`src/rtl/pll_power_seq_if.sv`:
```
// Handshake bundle between the PLL power sequencer (master) and the SoC/PLL side (slave).
interface pll_power_seq_if #(
    parameter int NUM_DOMAINS = 2
);
    logic                   wfi;
    logic                   wake;
    logic [NUM_DOMAINS-1:0] domain_mask;
    logic                   pll_lock;
    logic                   pll_resetb;
    logic                   pll_bypass;
    logic                   pll_latch;
    logic [NUM_DOMAINS-1:0] gate_en;
    logic                   sleep_ack;
    logic                   lock_fail;
    logic [2:0]             state_o;
    logic [31:0]            sleep_cycles;

    modport master (
        input  wfi, wake, domain_mask, pll_lock,
        output pll_resetb, pll_bypass, pll_latch, gate_en,
               sleep_ack, lock_fail, state_o, sleep_cycles
    );

    modport slave (
        output wfi, wake, domain_mask, pll_lock,
        input  pll_resetb, pll_bypass, pll_latch, gate_en,
               sleep_ack, lock_fail, state_o, sleep_cycles
    );
endinterface

```
`src/rtl/pll_power_seq.sv`:
```
// PLL boot/lock and WFI clock-gating sequencer, clocked from the always-on HFOSC.
// Optional sleep-length counter is built only when PLL_POWER_SEQ_SLEEP_CNT_EN is defined.
module pll_power_seq #(
    parameter int NUM_DOMAINS  = 2,
    parameter int RESET_CYCLES = 16,
    parameter int LOCK_TIMEOUT = 1024,
    parameter int DRAIN_CYCLES = 4
) (
    input  logic           clk_ref,
    input  logic           rst,
    pll_power_seq_if.master bus
);

    localparam int CNT_MAX_A = (RESET_CYCLES > LOCK_TIMEOUT) ? RESET_CYCLES : LOCK_TIMEOUT;
    localparam int CNT_MAX   = (CNT_MAX_A > DRAIN_CYCLES) ? CNT_MAX_A : DRAIN_CYCLES;
    localparam int CNT_W     = $clog2(CNT_MAX + 1);

    localparam logic [CNT_W-1:0] RESET_LAST = CNT_W'(RESET_CYCLES - 1);
    localparam logic [CNT_W-1:0] LOCK_LAST  = CNT_W'(LOCK_TIMEOUT - 1);
    localparam logic [CNT_W-1:0] DRAIN_LAST = CNT_W'(DRAIN_CYCLES - 1);

    typedef enum logic [2:0] {
        ST_PLLRST = 3'd0,
        ST_LOCK   = 3'd1,
        ST_RUN    = 3'd2,
        ST_DRAIN  = 3'd3,
        ST_SLEEP  = 3'd4,
        ST_RELOCK = 3'd5,
        ST_UNGATE = 3'd6
    } state_t;

    state_t                 state;
    logic [CNT_W-1:0]       cnt;
    logic [CNT_W-1:0]       cnt_inc;
    logic                   lock_meta;
    logic                   lock_sync;
    logic [NUM_DOMAINS-1:0] mask_q;
    logic                   pll_resetb_q;
    logic                   pll_bypass_q;
    logic                   pll_latch_q;
    logic [NUM_DOMAINS-1:0] gate_en_q;
    logic                   sleep_ack_q;
    logic                   lock_fail_q;
    logic                   enter_sleep;

    assign cnt_inc = (&cnt) ? cnt : cnt + CNT_W'(1);

    assign enter_sleep = (state == ST_DRAIN) && bus.wfi && !bus.wake && (cnt == DRAIN_LAST);

    // LOCK comes straight from the PLL analog block and is unrelated to clk_ref.
    always_ff @(posedge clk_ref or posedge rst) begin
        if (rst) begin
            lock_meta <= 1'b0;
            lock_sync <= 1'b0;
        end else begin
            lock_meta <= bus.pll_lock;
            lock_sync <= lock_meta;
        end
    end

    always_ff @(posedge clk_ref or posedge rst) begin
        if (rst) begin
            state        <= ST_PLLRST;
            cnt          <= '0;
            mask_q       <= '0;
            pll_resetb_q <= 1'b0;
            pll_bypass_q <= 1'b1;
            pll_latch_q  <= 1'b0;
            gate_en_q    <= '1;
            sleep_ack_q  <= 1'b0;
            lock_fail_q  <= 1'b0;
        end else begin
            case (state)
                ST_PLLRST: begin
                    if (cnt == RESET_LAST) begin
                        pll_resetb_q <= 1'b1;
                        cnt          <= '0;
                        state        <= ST_LOCK;
                    end else begin
                        cnt <= cnt_inc;
                    end
                end

                // On timeout the core keeps running from REFCLK through the bypass mux.
                ST_LOCK: begin
                    if (lock_sync) begin
                        pll_bypass_q <= 1'b0;
                        state        <= ST_RUN;
                    end else if (cnt == LOCK_LAST) begin
                        lock_fail_q <= 1'b1;
                        state       <= ST_RUN;
                    end else begin
                        cnt <= cnt_inc;
                    end
                end

                ST_RUN: begin
                    if (bus.wfi && !bus.wake) begin
                        mask_q <= bus.domain_mask;
                        cnt    <= '0;
                        state  <= ST_DRAIN;
                    end
                end

                ST_DRAIN: begin
                    if (bus.wake || !bus.wfi) begin
                        state <= ST_RUN;
                    end else if (cnt == DRAIN_LAST) begin
                        gate_en_q    <= ~mask_q;
                        pll_bypass_q <= 1'b1;
                        pll_latch_q  <= 1'b1;
                        sleep_ack_q  <= 1'b1;
                        state        <= ST_SLEEP;
                    end else begin
                        cnt <= cnt_inc;
                    end
                end

                // A PLL that never locked is not worth relocking; go straight to ungating.
                ST_SLEEP: begin
                    if (bus.wake) begin
                        pll_latch_q <= 1'b0;
                        cnt         <= '0;
                        if (lock_fail_q) begin
                            pll_bypass_q <= 1'b1;
                            state        <= ST_UNGATE;
                        end else begin
                            state <= ST_RELOCK;
                        end
                    end
                end

                ST_RELOCK: begin
                    if (lock_sync) begin
                        pll_bypass_q <= lock_fail_q;
                        state        <= ST_UNGATE;
                    end else if (cnt == LOCK_LAST) begin
                        lock_fail_q  <= 1'b1;
                        pll_bypass_q <= 1'b1;
                        state        <= ST_UNGATE;
                    end else begin
                        cnt <= cnt_inc;
                    end
                end

                // Bypass mux settled last edge; only now release the gated clocks.
                ST_UNGATE: begin
                    gate_en_q   <= '1;
                    sleep_ack_q <= 1'b0;
                    state       <= ST_RUN;
                end

                // Corrupted state: restart the whole boot with safe PLL controls.
                default: begin
                    cnt          <= '0;
                    pll_resetb_q <= 1'b0;
                    pll_bypass_q <= 1'b1;
                    pll_latch_q  <= 1'b0;
                    gate_en_q    <= '1;
                    sleep_ack_q  <= 1'b0;
                    state        <= ST_PLLRST;
                end
            endcase
        end
    end

`ifdef PLL_POWER_SEQ_SLEEP_CNT_EN
    logic [31:0] sleep_cnt;

    always_ff @(posedge clk_ref or posedge rst) begin
        if (rst) begin
            sleep_cnt <= '0;
        end else if (enter_sleep) begin
            sleep_cnt <= '0;
        end else if (state == ST_SLEEP && !(&sleep_cnt)) begin
            sleep_cnt <= sleep_cnt + 32'd1;
        end
    end

    assign bus.sleep_cycles = sleep_cnt;
`else
    logic unused_enter_sleep;
    assign unused_enter_sleep = enter_sleep;
    assign bus.sleep_cycles   = '0;
`endif

    assign bus.pll_resetb = pll_resetb_q;
    assign bus.pll_bypass = pll_bypass_q;
    assign bus.pll_latch  = pll_latch_q;
    assign bus.gate_en    = gate_en_q;
    assign bus.sleep_ack  = sleep_ack_q;
    assign bus.lock_fail  = lock_fail_q;
    assign bus.state_o    = state;

endmodule

```
`src/flat_wrapper.sv`:
```
// flat-port wrapper written by rule: the top's interface ports become plain ports
module pll_power_seq_flat 
#(
    parameter int NUM_DOMAINS  = 2,
    parameter int RESET_CYCLES = 16,
    parameter int LOCK_TIMEOUT = 1024,
    parameter int DRAIN_CYCLES = 4
)
  (clk_ref, rst, bus_wfi, bus_wake, bus_domain_mask, bus_pll_lock, bus_pll_resetb, bus_pll_bypass, bus_pll_latch, bus_gate_en, bus_sleep_ack, bus_lock_fail, bus_state_o, bus_sleep_cycles);
  pll_power_seq_if #(.NUM_DOMAINS(NUM_DOMAINS)) bus_i ();
  input  logic clk_ref;
  input  logic rst;
  input wire logic [$bits(bus_i.wfi)-1:0] bus_wfi;
  input wire logic [$bits(bus_i.wake)-1:0] bus_wake;
  input wire logic [$bits(bus_i.domain_mask)-1:0] bus_domain_mask;
  input wire logic [$bits(bus_i.pll_lock)-1:0] bus_pll_lock;
  output wire logic [$bits(bus_i.pll_resetb)-1:0] bus_pll_resetb;
  output wire logic [$bits(bus_i.pll_bypass)-1:0] bus_pll_bypass;
  output wire logic [$bits(bus_i.pll_latch)-1:0] bus_pll_latch;
  output wire logic [$bits(bus_i.gate_en)-1:0] bus_gate_en;
  output wire logic [$bits(bus_i.sleep_ack)-1:0] bus_sleep_ack;
  output wire logic [$bits(bus_i.lock_fail)-1:0] bus_lock_fail;
  output wire logic [$bits(bus_i.state_o)-1:0] bus_state_o;
  output wire logic [$bits(bus_i.sleep_cycles)-1:0] bus_sleep_cycles;
  assign bus_i.wfi = bus_wfi;
  assign bus_i.wake = bus_wake;
  assign bus_i.domain_mask = bus_domain_mask;
  assign bus_i.pll_lock = bus_pll_lock;
  assign bus_pll_resetb = bus_i.pll_resetb;
  assign bus_pll_bypass = bus_i.pll_bypass;
  assign bus_pll_latch = bus_i.pll_latch;
  assign bus_gate_en = bus_i.gate_en;
  assign bus_sleep_ack = bus_i.sleep_ack;
  assign bus_lock_fail = bus_i.lock_fail;
  assign bus_state_o = bus_i.state_o;
  assign bus_sleep_cycles = bus_i.sleep_cycles;
  pll_power_seq #(.NUM_DOMAINS(NUM_DOMAINS), .RESET_CYCLES(RESET_CYCLES), .LOCK_TIMEOUT(LOCK_TIMEOUT), .DRAIN_CYCLES(DRAIN_CYCLES)) u_core (.clk_ref(clk_ref), .rst(rst), .bus(bus_i));
endmodule
```
`config.mk`:
```
export PLATFORM = sky130hd
export DESIGN_NAME = pll_power_seq_flat
export DESIGN_NICKNAME = d
export VERILOG_FILES = /design/src/rtl/pll_power_seq_if.sv /design/src/rtl/pll_power_seq.sv /design/src/flat_wrapper.sv
export SDC_FILE = /design/constraint.sdc
export NUM_CORES = 1
export LEC_CHECK = 0
export ABC_AREA = 1
export CORE_UTILIZATION = 53
export CTS_CLUSTER_SIZE = 28
export DETAILED_ROUTE_END_ITERATION = 8
export PLACE_DENSITY = 0.92
export SETUP_SLACK_MARGIN = 0.2
export SLEW_MARGIN = 20
export SYNTH_ARGS = -nofsm -noshare
export SYNTH_HDL_FRONTEND = slang
export SYNTH_SLANG_ARGS = --single-unit
```
`constraint.sdc`:
```
create_clock -name clk_ref -period 3.35 [get_ports clk_ref]
set_clock_uncertainty 0.05 [all_clocks]
set_input_delay 0.67 -clock clk_ref [delete_from_list [all_inputs] [get_ports clk_ref]]
set_output_delay 0.67 -clock clk_ref [all_outputs]
set_load 0.01 [all_outputs]
```
Word-level counts from Yosys, hierarchy flattened
Index checks and enable logic that the tools add are counted.
- add/subtract/negate cells: 1
- eq/ne operators: 22
- mux-type cells: 36
- bitwise gates (word level): 7
- reduce and logical (&&, ||, !) cells: 19
- operator list (kind ; count):
    11-bit 2-to-1 mux ; 8
    11-bit one-hot mux with 6 select lines ; 1
    3-bit 2-to-1 mux ; 9
    3-bit one-hot mux with 7 select lines ; 1
    7-bit AND reduction ; 2
    2-bit != test (second input constant) ; 6
    11-bit by 1-bit adder with 11-bit output (second input constant) ; 1
    11-bit by 10-bit equality test with 1-bit output (second input constant) ; 1
    11-bit by 2-bit equality test with 1-bit output (second input constant) ; 1
    11-bit by 4-bit equality test with 1-bit output (second input constant) ; 1
    11-bit AND reduction ; 1
    5-bit OR reduction ; 2
    3-bit equality test (second input constant) ; 3
    1-bit 2-to-1 mux ; 9
    2-bit by 1-bit != test with 1-bit output (second input constant) ; 4
    3-bit by 2-bit equality test with 1-bit output (second input constant) ; 2
    2-bit 2-to-1 mux ; 3
    3-bit by 1-bit != test with 1-bit output (second input constant) ; 2
    1-bit NOT ; 6
    3-bit AND reduction ; 2
    6-bit AND reduction ; 1
    6-bit OR reduction ; 1
    1-bit one-hot mux with 5 select lines ; 1
    1-bit one-hot mux with 2 select lines ; 2
    13 further kinds ; 15
- register bits: 25
- input port bits: 7
- output and inout bits: 42
- logic and storage cells: 96

Logic depth before layout (Yosys ltp)
Gate-level depths: netlist of the first run.
- depth in word-level cells: 5
- mapped depth: 10
- gate-level depth less buffers: 10

Worst setup path before layout of the first run
Ideal clock, no wire load.
- path kind: input-to-reg
- start: in bus_wfi
- end: reg u_core.cnt[3]
- setup time: 0.131 ns
- arrival: 1.562 ns
- path slack: 1.607 ns
- cell stages on the path: 9
- cells stage by stage: inv_1 -> nor2_1 -> inv_1 -> nand2_1 -> nand2_1 -> nor2_2 -> nand2_1 -> nor2_2 -> o21ai_0
- longest elaborated chain between the ends: 4
- elaborated cells on any way between the ends: 6
- those cells by class: 2 x eq/ne; 4 x reduce/logical
- ends and longest elaborated chain (item ; line ; text):
    start: declaration ; flat_wrapper.sv:13 ; input wire logic [$bits(bus_i.wfi)-1:0] bus_wfi;
    1-bit logical NOT ; pll_power_seq.sv:106 ; if (bus.wake || !bus.wfi) begin
    1-bit logical OR ; pll_power_seq.sv:106 ;
    2-bit != test (no line) ; -- ;
    7-bit AND reduction (no line) * ; -- ;
    end signal: assignment ; pll_power_seq.sv:93 ; cnt <= cnt_inc;
    end signal: assignment ; pll_power_seq.sv:115 ; cnt <= cnt_inc;
    end signal: assignment ; pll_power_seq.sv:142 ; cnt <= cnt_inc;
    end: declaration ; pll_power_seq.sv:33 ; logic [CNT_W-1:0] cnt;
Every way passes the cells marked *; elsewhere a longest branch is shown, timed or not.
A chain may end at the register's enable or synchronous reset.

Worst setup path after layout of the first run
- start: reg u_core.state[1] (netlist: u_core.bus.state_o[1])
- end: out bus_state_o[1]
- RTL lines (item ; line ; text):
    start: declaration ; pll_power_seq.sv:32 ; state_t state;
    start signal: assignment ; pll_power_seq.sv:63 ; state <= ST_PLLRST;
    start signal: assignment ; pll_power_seq.sv:78 ; state <= ST_LOCK;
    start signal: assignment ; pll_power_seq.sv:88 ; state <= ST_RUN;
    end: declaration ; flat_wrapper.sv:23 ; output wire logic [$bits(bus_i.state_o)-1:0] bus_state_o;
No word-level cell between the ends.

==> summary.md, run 1 <==
| Metric | Value |
|---|---|
| Place WS | 939 ps |
| Sw power | 0.583 mW |
| Clock share of power | 11.3% |
| P_leak | 0.990 nW |
| Drt first pass iters | 4 |
| Worst-margin pin slew | 919 ps |
| Sequential share of the synthesized area | 33.9% |
| Area grow syn2layout | 5.53% |
| Critical path's slowest cell | clkdlybuf4s50_1 |
| Antenna violations before repair | 0 |
| Sequential power share | 37.5% |
| TNS Setup | 0 ps |
| Syn Area/Cell | 7.06 sq um |
| Die area | 3740 sq um |
| Row cnt | 21 |
| Rel. slew slack | 38.7% |
| First-pass GRT wire length | 5780 um |
| Worst EP required | 2630 ps |
| Worst-path cell chain | clkdlybuf4s50_1 |
| Final Max Tran Viols | 0 |
| YS warnings | 0 |
| WL/cell | 11.2 um |
| Top-count cell post-synth | nand2_1 |
| Startpoint Class | flip-flop |
| Max Buffers Root-to-Sink | 2 |
| Post-cts resize count | 0 |
| Max VDD drop | 0.000382 V |
| TritonCTS Sinks | 25 |
| Synth Area in Simple Gates | 36.5% |
| Hpwl dp | 2810 um |
| WP data arrival | 1540 ps |
| Final WL | 3660 um |
| H-tree levels | 1 |
| Crit. End Element | output pin |
| Post-synthesis compound-gate area fraction | 7.21% |
| Sw Share | 47.6% |
| Post-synth EDFFs | 0 |
| Post-synth ARST share | 100% |
| Initial Utilization | 55.6% |
| Fin worst setup slack | 1090 ps |
| Vias | 1669 |
| Cell family with most CP delay | buffers and inverters |
| Core area | 3340 sq um |
| Synthesized area | 1860 sq um |
| Diodes inserted | 0 |
| XOR/XNOR Fraction of Synth Area | 0.943% |
| Vias in the first global route | 1319 |
| Hold-fix buffers at CTS | 0 |
| Count of different cell masters after synthesis | 30 |
| Layout cell share with drive strength beyond 1 | 7.14% |
| Combinational family with the most area after synthesis | simple AND/OR/NAND/NOR gates |
| Fmax | 443 MHz |
| Fillers | 322 |
| Buf+Inv Stages, Crit Path | 1 |
| RSZ-0062 raised after global routing | no |
| Die Span Y | 61.2 um |
| Number of synthesized register bits | 25 |
| Status | complete, no violations |
| Multiplexer area fraction after synthesis | 1.21% |
| HP Class | flip-flop to flip-flop |
| Pin count of the biggest net entering global routing | 26 |
| Tot GR Track Use | 21.0% |
| Area contributors post-synth | dfrtp_1 30%, nand2_1 16%, buf_4 13%, nand3_1 6.2%, inv_1 5.5% |
| Grt total ovfl | 0 |
| Io pins | 49 |
| Internal | 0.641 mW |
| Dominant cell type by area after synthesis | dfrtp_1 |
| Routability cong. | 0.915 |
| Period utilisation layout | 67.4% |
| Cell count after synthesis | 263 |
| Synth Flop Type | dfrtp_1 |
| P per Cell Area | 624 nW/um^2 |
| Crit path time final | 2260 ps |
| Num CTS Buffers | 3 |
| Final count of hold timing violations | 0 |
| Post-synth top area share | 29.6% |
| # Max-Cap Violations | 0 |
| CP max stage delay | 610 ps |
| Combinational Power Share | 51.2% |
| Adder-Cell Fraction of Synth Area | 0.674% |
| Final net count | 289 |
| Reg clk slew, reported paths | 130 ps |
| CP max FO | 11 |
| Vias per cell | 5.12 |
| Crit Path Category | flip-flop to output pin |
| Clk Latency, worst-skew pair | 330 ps |
| DRC Markers | 0 |
| Count of final setup violators | 0 |
| Routed Antenna Nets | 0 |
| Initial drt markers | 95 |
| Post-CTS setup buffers | 0 |
| CTS tree | yes |
| Synth top cells by count | 77 x nand2_1, 33 x buf_4, 27 x inv_1 |
| Die width | 61.2 um |
| Port Buffers | 16 |
| Clock Root Buffer | clkbuf_4 |
## cells in the final DEF, fill, tap and decap left out, types with 3 or more instances in the layout
cell type,n
clkdlybuf4s50_1,16
nand3_1,23
nor2_1,25
conb_1,32
inv_1,27
nor2_2,3
clkbuf_4,3
nand2_1,77
nor3_1,3
nand4_1,7
nor2_4,3
o21ai_0,15
dfstp_2,3
dfrtp_1,22
## metrics by stage
stage	utilization, %	instances	instance area, sq um	hold WS (ps)	power, mW
floorplan	-	294	1970	281	0.940
global placement	57.9	322	1930	287	1.05
detailed placement	57.9	322	1930	288	1.08
CTS	58.7	326	1960	319	1.22
global route	58.7	326	1960	321	1.33
finish	58.7	326	1960	316	1.22
## logic make-up (layout without fill, tap and decap cells)
| group | after synthesis | count (layout) |
|---|---|---|
| flops | 25 | 25 |
| xor+xnor | 2 | 2 |
| other cells | 1 | 32 |
| buf+inv | 61 | 47 |
| compound gates | 23 | 23 |
| mux | 2 | 2 |
| simple gates | 148 | 148 |
| fa+ha+maj | 1 | 1 |
## worst paths after layout
kind / cells after the start / end / slack (ps) / from
worst max-delay path: 1 / bus_state_o[1] / 1090 / u_core.bus.state_o[1]
worst min-delay path: 0 / u_core.lock_sync / 320 / u_core.lock_meta
worst max register to register: 7 / u_core.cnt[5] / 1460 / u_core.cnt[0]
worst min register to register: 0 / u_core.lock_sync / 320 / u_core.lock_meta
max in group asynchronous: 2 / u_core.bus.state_o[0] / 1920 / rst
min in group asynchronous: 2 / u_core.cnt[1] / 780 / rst
## registers in the layout, summed over array words and instances (netlist names)
| signal | flops |
|---|---|
| u_core.bus.sleep_ack | 1 |
| u_core.bus.state_o | 3 |
| u_core.bus.pll_resetb | 1 |
| u_core.bus.lock_fail | 1 |
| u_core.bus.gate_en | 2 |
| u_core.bus.pll_bypass | 1 |
| u_core.lock_meta | 1 |
| u_core.mask_q | 2 |
| u_core.bus.pll_latch | 1 |
| u_core.cnt | 11 |
| u_core.lock_sync | 1 |
## routing by layer
metal	routed length (um)	vias up	part of all wire (%)	global-route usage, %
li1	-	813	-	-
met1	1630	765	45	29.9
met2	1720	82	47	32.3
met3	248	9	6.8	2.73
met4	60	0	1.6	8.77
met5	0	-	0	0
## final cells by class
class	instances	area, sq um	share of cell area (%)
Sequential cell	25	629	32.1
Clock buffer	3	22.5	1.15
Clock inverter	1	5.00	0.255
Tap cell	46	57.6	2.94
Timing Repair Buffer	16	160	8.17
Multi-Input combinational cell	208	983	50.2
Inverter	27	101	5.17
## power by group through the flow
| stage | sequential [mW] | combinational (mW) | clock, mW |
|---|---|---|---|
| floorplan | 0.442 | 0.498 | 0 |
| global placement | 0.455 | 0.598 | 0 |
| detailed placement | 0.460 | 0.618 | 0 |
| CTS | 0.454 | 0.621 | 0.141 |
| global route | 0.465 | 0.710 | 0.150 |
| finish | 0.459 | 0.627 | 0.138 |
Note: power is estimated with default switching activity, not from simulation.
==> run 2: changes to the inputs <==
CORE_UTILIZATION = 49   (was 53)
PLACE_DENSITY = 0.87   (was 0.92)
clock period = 2.2 ns   (was 3.35 ns; I/O delays follow)
==> summary.md, run 2 (synthesis gave the netlist of run 1 again) <==
| Metric | Value |
|---|---|
| Vias | 1658 (-0.66%) |
| M1 GR Usage | 27.3% (-2.6 points) |
| Count of final setup violators | 0 (unchanged) |
| Initial drt markers | 79 (-17%) |
| Biggest register | u_core.cnt |
| Clock Root Buffer | clkbuf_8 |
| Met2 usage | 30.2% (-2.1 points) |
| Final net count | 292 (+1.0%) |
| DRC Markers | 0 (unchanged) |
| Die Span Y | 63.6 um (+3.9%) |
| Vias per cell | 5.04 (-1.6%) |
| H-tree levels | 1 (unchanged) |
| Final count of hold timing violations | 0 (unchanged) |
| Die width | 63.6 um (+3.9%) |
| First-pass GRT wire length | 6110 um (+5.7%) |
| Crit Path Category | flip-flop to output pin |
| WP data arrival | 1430 ps (-110 ps) |
| Commonest cells after routing, fill and taps aside | 76 x nand2_1, 32 x conb_1, 27 x inv_1, 24 x nor2_1, 23 x nand3_1 |
| CP max stage delay | 610 ps (about the same) |
| Hold Slack | 310 ps (-5.56 ps) |
| RSZ-0062 raised after global routing | yes |
| Io pins | 49 (unchanged) |
| Area grow syn2layout | 8.96% |
| Buf+Inv Stages, Crit Path | 1 (unchanged) |
| Core area | 3470 sq um (+3.9%) |
| Layout cell share with drive strength beyond 1 | 8.83% (+1.7 points) |
| Diodes inserted | 0 (unchanged) |
| Vias in the first global route | 1351 (+2.4%) |
| Hpwl dp | 2800 um (-0.29%) |
| # Max-Cap Violations | 0 (unchanged) |
| Reg clk slew, reported paths | 90 ps (-40 ps) |
| Worst EP required | 1710 ps (-920 ps) |
| Grt total ovfl | 0 (unchanged) |
| Commonest non-fill, non-tap cell in the layout | nand2_1 |
| Routed Antenna Nets | 0 (unchanged) |
| TNS Setup | 0 ps (unchanged) |
| Crit. End Element | output pin |
| Final Max Tran Viols | 0 (unchanged) |
| Crit path time final | 1920 ps |
| CTS tree | yes |
| Die area | 4040 sq um (+7.9%) |
| TritonCTS Sinks | 25 (unchanged) |
| Row cnt | 21 (unchanged) |
| Initial Utilization | 53.5% (-2.1 points) |
| P_leak | 1.01 nW (+2.3%) |
| Final WL | 3860 um (+5.4%) |
| Clk Latency, worst-skew pair | 270 ps (-60 ps) |
| WL/cell | 11.7 um (+4.5%) |
| Routability cong. | 0.899 (-1.8%) |
| Fmax | 520 MHz |
| CP max FO | 11 (unchanged) |
| Drt first pass iters | 5 (+1) |
| Max VDD drop | 0.000562 V (+47%) |
| P per Cell Area | 1000 nW/um^2 (+61%) |
| Startpoint Class | flip-flop |
| Max FFs per register | 11 (unchanged) |
| Cell family with most CP delay | buffers and inverters |
| Status | complete, no violations |
| Global route hottest layer | met2 |
| Max Buffers Root-to-Sink | 2 (unchanged) |
| GRT met3 Usage | 1.63% (-1.1 points) |
| Pin count of the biggest net entering global routing | 26 (unchanged) |
| Hold-fix buffers at CTS | 0 (unchanged) |
| Port Buffers | 16 (unchanged) |
| Critical path's slowest cell | clkdlybuf4s50_1 |
| Num CTS Buffers | 3 (unchanged) |
| Period utilisation layout | 87.5% |
| Tot GR Track Use | 19.1% (-2.0 points) |
| Worst-path cell chain | clkdlybuf4s50_1 |
| HP Class | flip-flop to flip-flop |
| Antenna violations before repair | 0 (unchanged) |
-- run 2: repair_timing --
action | in CTS | in global routing
gates resized for setup | 0 | 5
buffers inserted | 0 | 0
endpoints found under the setup margin | 0 | 11
-- run 2: where the power goes --
group | leakage, nW | internal, mW | switching (mW) | total (mW)
clock network | 0.0255 | 0.127 | 0.157 | 0.284
registers | 0.319 | 0.569 | 0.126 | 0.694
logic | 0.668 | 0.387 | 0.663 | 1.05
-- run 2: metal layers --
metal  vias up  share of wire [%]
li1        819                  -
met1       750                 45
met2        84                 46
met3         5                8.0
met4         0                1.2
met5         -                  0
-- run 2: area by class of cell --
type / instances / area (sq um)
multi-input combinational: 209 / 1010
timing repair buffer: 18 / 175
sequential: 25 / 629
clock buffer: 3 / 41.3
inverter: 27 / 101
fill: 325 / 1450
clock inverter: 1 / 5.00
tap: 46 / 57.6
-- run 2: per-stage QoR --
step,setup slack (ps),power [mW],cells,utilization [%],instance area [sq um]
2_1_floorplan,588,1.43,294,-,1970
3_3_place_gp,69.1,1.64,324,56.1,1950
3_5_place_dp,7.75,1.66,324,56.1,1950
4_1_cts,269,1.95,328,57.5,1990
5_1_grt,189,2.18,329,58.3,2020
6_report,275,2.03,329,58.3,2020
-- run 2: final timing paths --
| check | endpoint | cells past startpoint | from | slack [ps] |
|---|---|---|---|---|
| worst max-delay path | bus_state_o[1] | 1 | u_core.bus.state_o[1] | 280 |
| min in group asynchronous | u_core.lock_sync | 3 | rst | 450 |
| worst min register to register | u_core.lock_sync | 0 | u_core.lock_meta | 310 |
| max in group asynchronous | u_core.bus.pll_bypass | 3 | rst | 1360 |
| worst min-delay path | u_core.lock_sync | 0 | u_core.lock_meta | 310 |
| worst max register to register | u_core.cnt[5] | 7 | u_core.cnt[0] | 300 |
==> run 3: changes to the inputs <==
CORE_UTILIZATION = 50   (was 49)
CTS_BUF_LIST = sky130_fd_sc_hd__clkbuf_2 sky130_fd_sc_hd__clkbuf_4 sky130_fd_sc_hd__clkbuf_8   (was default)
MAX_ROUTING_LAYER = met4   (was default)
PLACE_DENSITY = 0.88   (was 0.87)
==> summary.md, run 3 (synthesis gave the netlist of run 1 again) <==
| Metric | Value |
|---|---|
| Row cnt | 21 (unchanged) |
| TritonCTS Sinks | 25 (unchanged) |
| TNS Setup | 0 ps (unchanged) |
| Multi-input gate area | 988 sq um (-2.5%) |
| CP max stage delay | 600 ps (about the same) |
| Crit Path Category | flip-flop to output pin |
| Die area | 3960 sq um (-1.9%) |
| Status | complete, no violations |
| Util after Layout | 58.1% (-0.28 points) |
| Pin count of the biggest net entering global routing | 15 (-42%) |
| Vias per cell | 4.99 (-0.97%) |
| R2r endpoint | u_core.cnt[5] |
| Final net count | 291 (-0.34%) |
| Final count of hold timing violations | 0 (unchanged) |
| Count of final setup violators | 0 (unchanged) |
| Max VDD drop | 0.000506 V (-9.9%) |
| P per Cell Area | 978 nW/um^2 (-2.5%) |
| Fillers | 340 (+4.6%) |
| Drt first pass iters | 4 (-1) |
| Final WL | 3800 um (-1.5%) |
| Die Span Y | 62.9 um (-0.97%) |
| Placed cell areas | 1950 sq um (unchanged) |
| Hold Path Depth | 0 (unchanged) |
| Crit. End Element | output pin |
| Commonest non-fill, non-tap cell in the layout | nand2_1 |
| Initial Utilization | 53.9% (+0.41 points) |
| Fin worst setup slack | 272 ps (-3.21 ps) |
| Routability cong. | 0.932 (+3.6%) |
| Area grow syn2layout | 7.61% |
| Tot GR Track Use | 20.8% (+1.8 points) |
| CTS tree | yes |
| Commonest cells after routing, fill and taps aside | 77 x nand2_1, 32 x conb_1, 27 x inv_1, 25 x nor2_1, 23 x nand3_1 |
| Io pins | 49 (unchanged) |
| Final Max Tran Viols | 0 (unchanged) |
| Startpoint Class | flip-flop |
| Buf+Inv Stages, Crit Path | 1 (unchanged) |
| Worst-path cell chain | clkdlybuf4s50_1 |
| Hpwl dp | 2910 um (+3.9%) |
| Flop2flop setup slack | 310 ps (about the same) |
| Worst Reg-to-Reg Cells | 7 (unchanged) |
| Hold Slack | 305 ps (-5.31 ps) |
| First-pass GRT wire length | 6320 um (+3.4%) |
| Routed Antenna Nets | 0 (unchanged) |
| Layout cell share with drive strength beyond 1 | 7.80% (-1.0 points) |
| Core area | 3440 sq um (-0.76%) |
| WP data arrival | 1440 ps (about the same) |
| Placed cells | 324 (unchanged) |
| Vias | 1637 (-1.3%) |
| Reg clk slew, reported paths | 90 ps (about the same) |
| RSZ-0062 raised after global routing | yes |
| FF/Latch Area | 629 sq um (unchanged) |
| Die width | 62.9 um (-0.97%) |
| Antenna violations before repair | 0 (unchanged) |
| Biggest register | u_core.cnt |
| DRC Markers | 0 (unchanged) |
| Crit path time final | 1930 ps (+3.21 ps) |
| RR Startpoint | u_core.cnt[0] |
| Cell family with most CP delay | buffers and inverters |
| # Max-Cap Violations | 0 (unchanged) |
| P_leak | 1.01 nW (-0.34%) |
| Initial drt markers | 74 (-6.3%) |
| Fmax | 519 MHz (-0.17%) |
| Num CTS Buffers | 3 (unchanged) |
| Hold-fix buffers at CTS | 0 (unchanged) |
| Total Power | 1.95 mW (-3.7%) |
| HP Class | flip-flop to flip-flop |
| Port Buffers | 16 (unchanged) |
| Place WS | 31.7 ps (+23.9 ps) |
| Min-Delay Startpoint | u_core.lock_meta |
| Final Instance Count excl. Fillers | 328 (-0.30%) |
| Worst EP required | 1710 ps (about the same) |
| H-tree levels | 1 (unchanged) |
| Clock Root Buffer | clkbuf_8 |
| WL/cell | 11.6 um (-1.2%) |
| Clk Latency, worst-skew pair | 280 ps (about the same) |
| Critical path's slowest cell | clkdlybuf4s50_1 |
| Max Buffers Root-to-Sink | 2 (unchanged) |
| CP max FO | 11 (unchanged) |
| Vias in the first global route | 1417 (+4.9%) |
| Grt total ovfl | 0 (unchanged) |
| Final instance area | 2000 sq um (-1.2%) |
| Period utilisation layout | 87.6% (+0.15 points) |
| Max FFs per register | 11 (unchanged) |
| Endpoint, Worst Hold | u_core.lock_sync |
| Diodes inserted | 0 (unchanged) |
==> run 3: routing by layer <==
metal / vias up / GRT usage, % / wire (um)
li1: 819 / - / -
met1: 746 / 27.8 / 1750
met2: 67 / 33.2 / 1760
met5: - / - / 0
met3: 5 / 2.19 / 247
met4: 0 / 6.10 / 46
==> run 3: worst max-delay path by stage <==
stage                                      from              to  cells past startpoint
after floorplan                   u_core.cnt[0]   u_core.cnt[2]                      9
after CTS                 u_core.bus.state_o[1]  bus_state_o[1]                      1
after global routing              u_core.cnt[0]   u_core.cnt[8]                      8
after global placement                  bus_wfi   u_core.cnt[3]                     10
after detailed placement                bus_wfi   u_core.cnt[8]                     11
final                     u_core.bus.state_o[1]  bus_state_o[1]                      1
==> run 3: power by group <==
group | internal [mW] | leakage (nW) | switching, mW
Clock | 0.127 | 0.0255 | 0.157
Combinational | 0.359 | 0.664 | 0.619
Sequential | 0.569 | 0.319 | 0.123
==> run 3: layout make-up <==
| cell class | instances | share of cell area (%) |
|---|---|---|
| multi-input combinational | 208 | 49.5 |
| clock buffer | 3 | 2.07 |
| sequential | 25 | 31.5 |
| clock inverter | 1 | 0.250 |
| timing repair buffer | 18 | 8.77 |
| tap | 46 | 2.88 |
| inverter | 27 | 5.07 |
==> run 3: what timing repair did <==
action	CTS	global route
endpoints found under the setup margin	0	8
buffers inserted	0	0
resized for setup	0	1
==> run 3: worst reg2reg max path: stages, from the launching register on <==
cell	delay, ps
dfrtp_1	450
ha_1	260
nand2_1	120
nor2_4	200
nand3_4	130
nor2_4	130
nand3b_2	290
o21ai_0	140
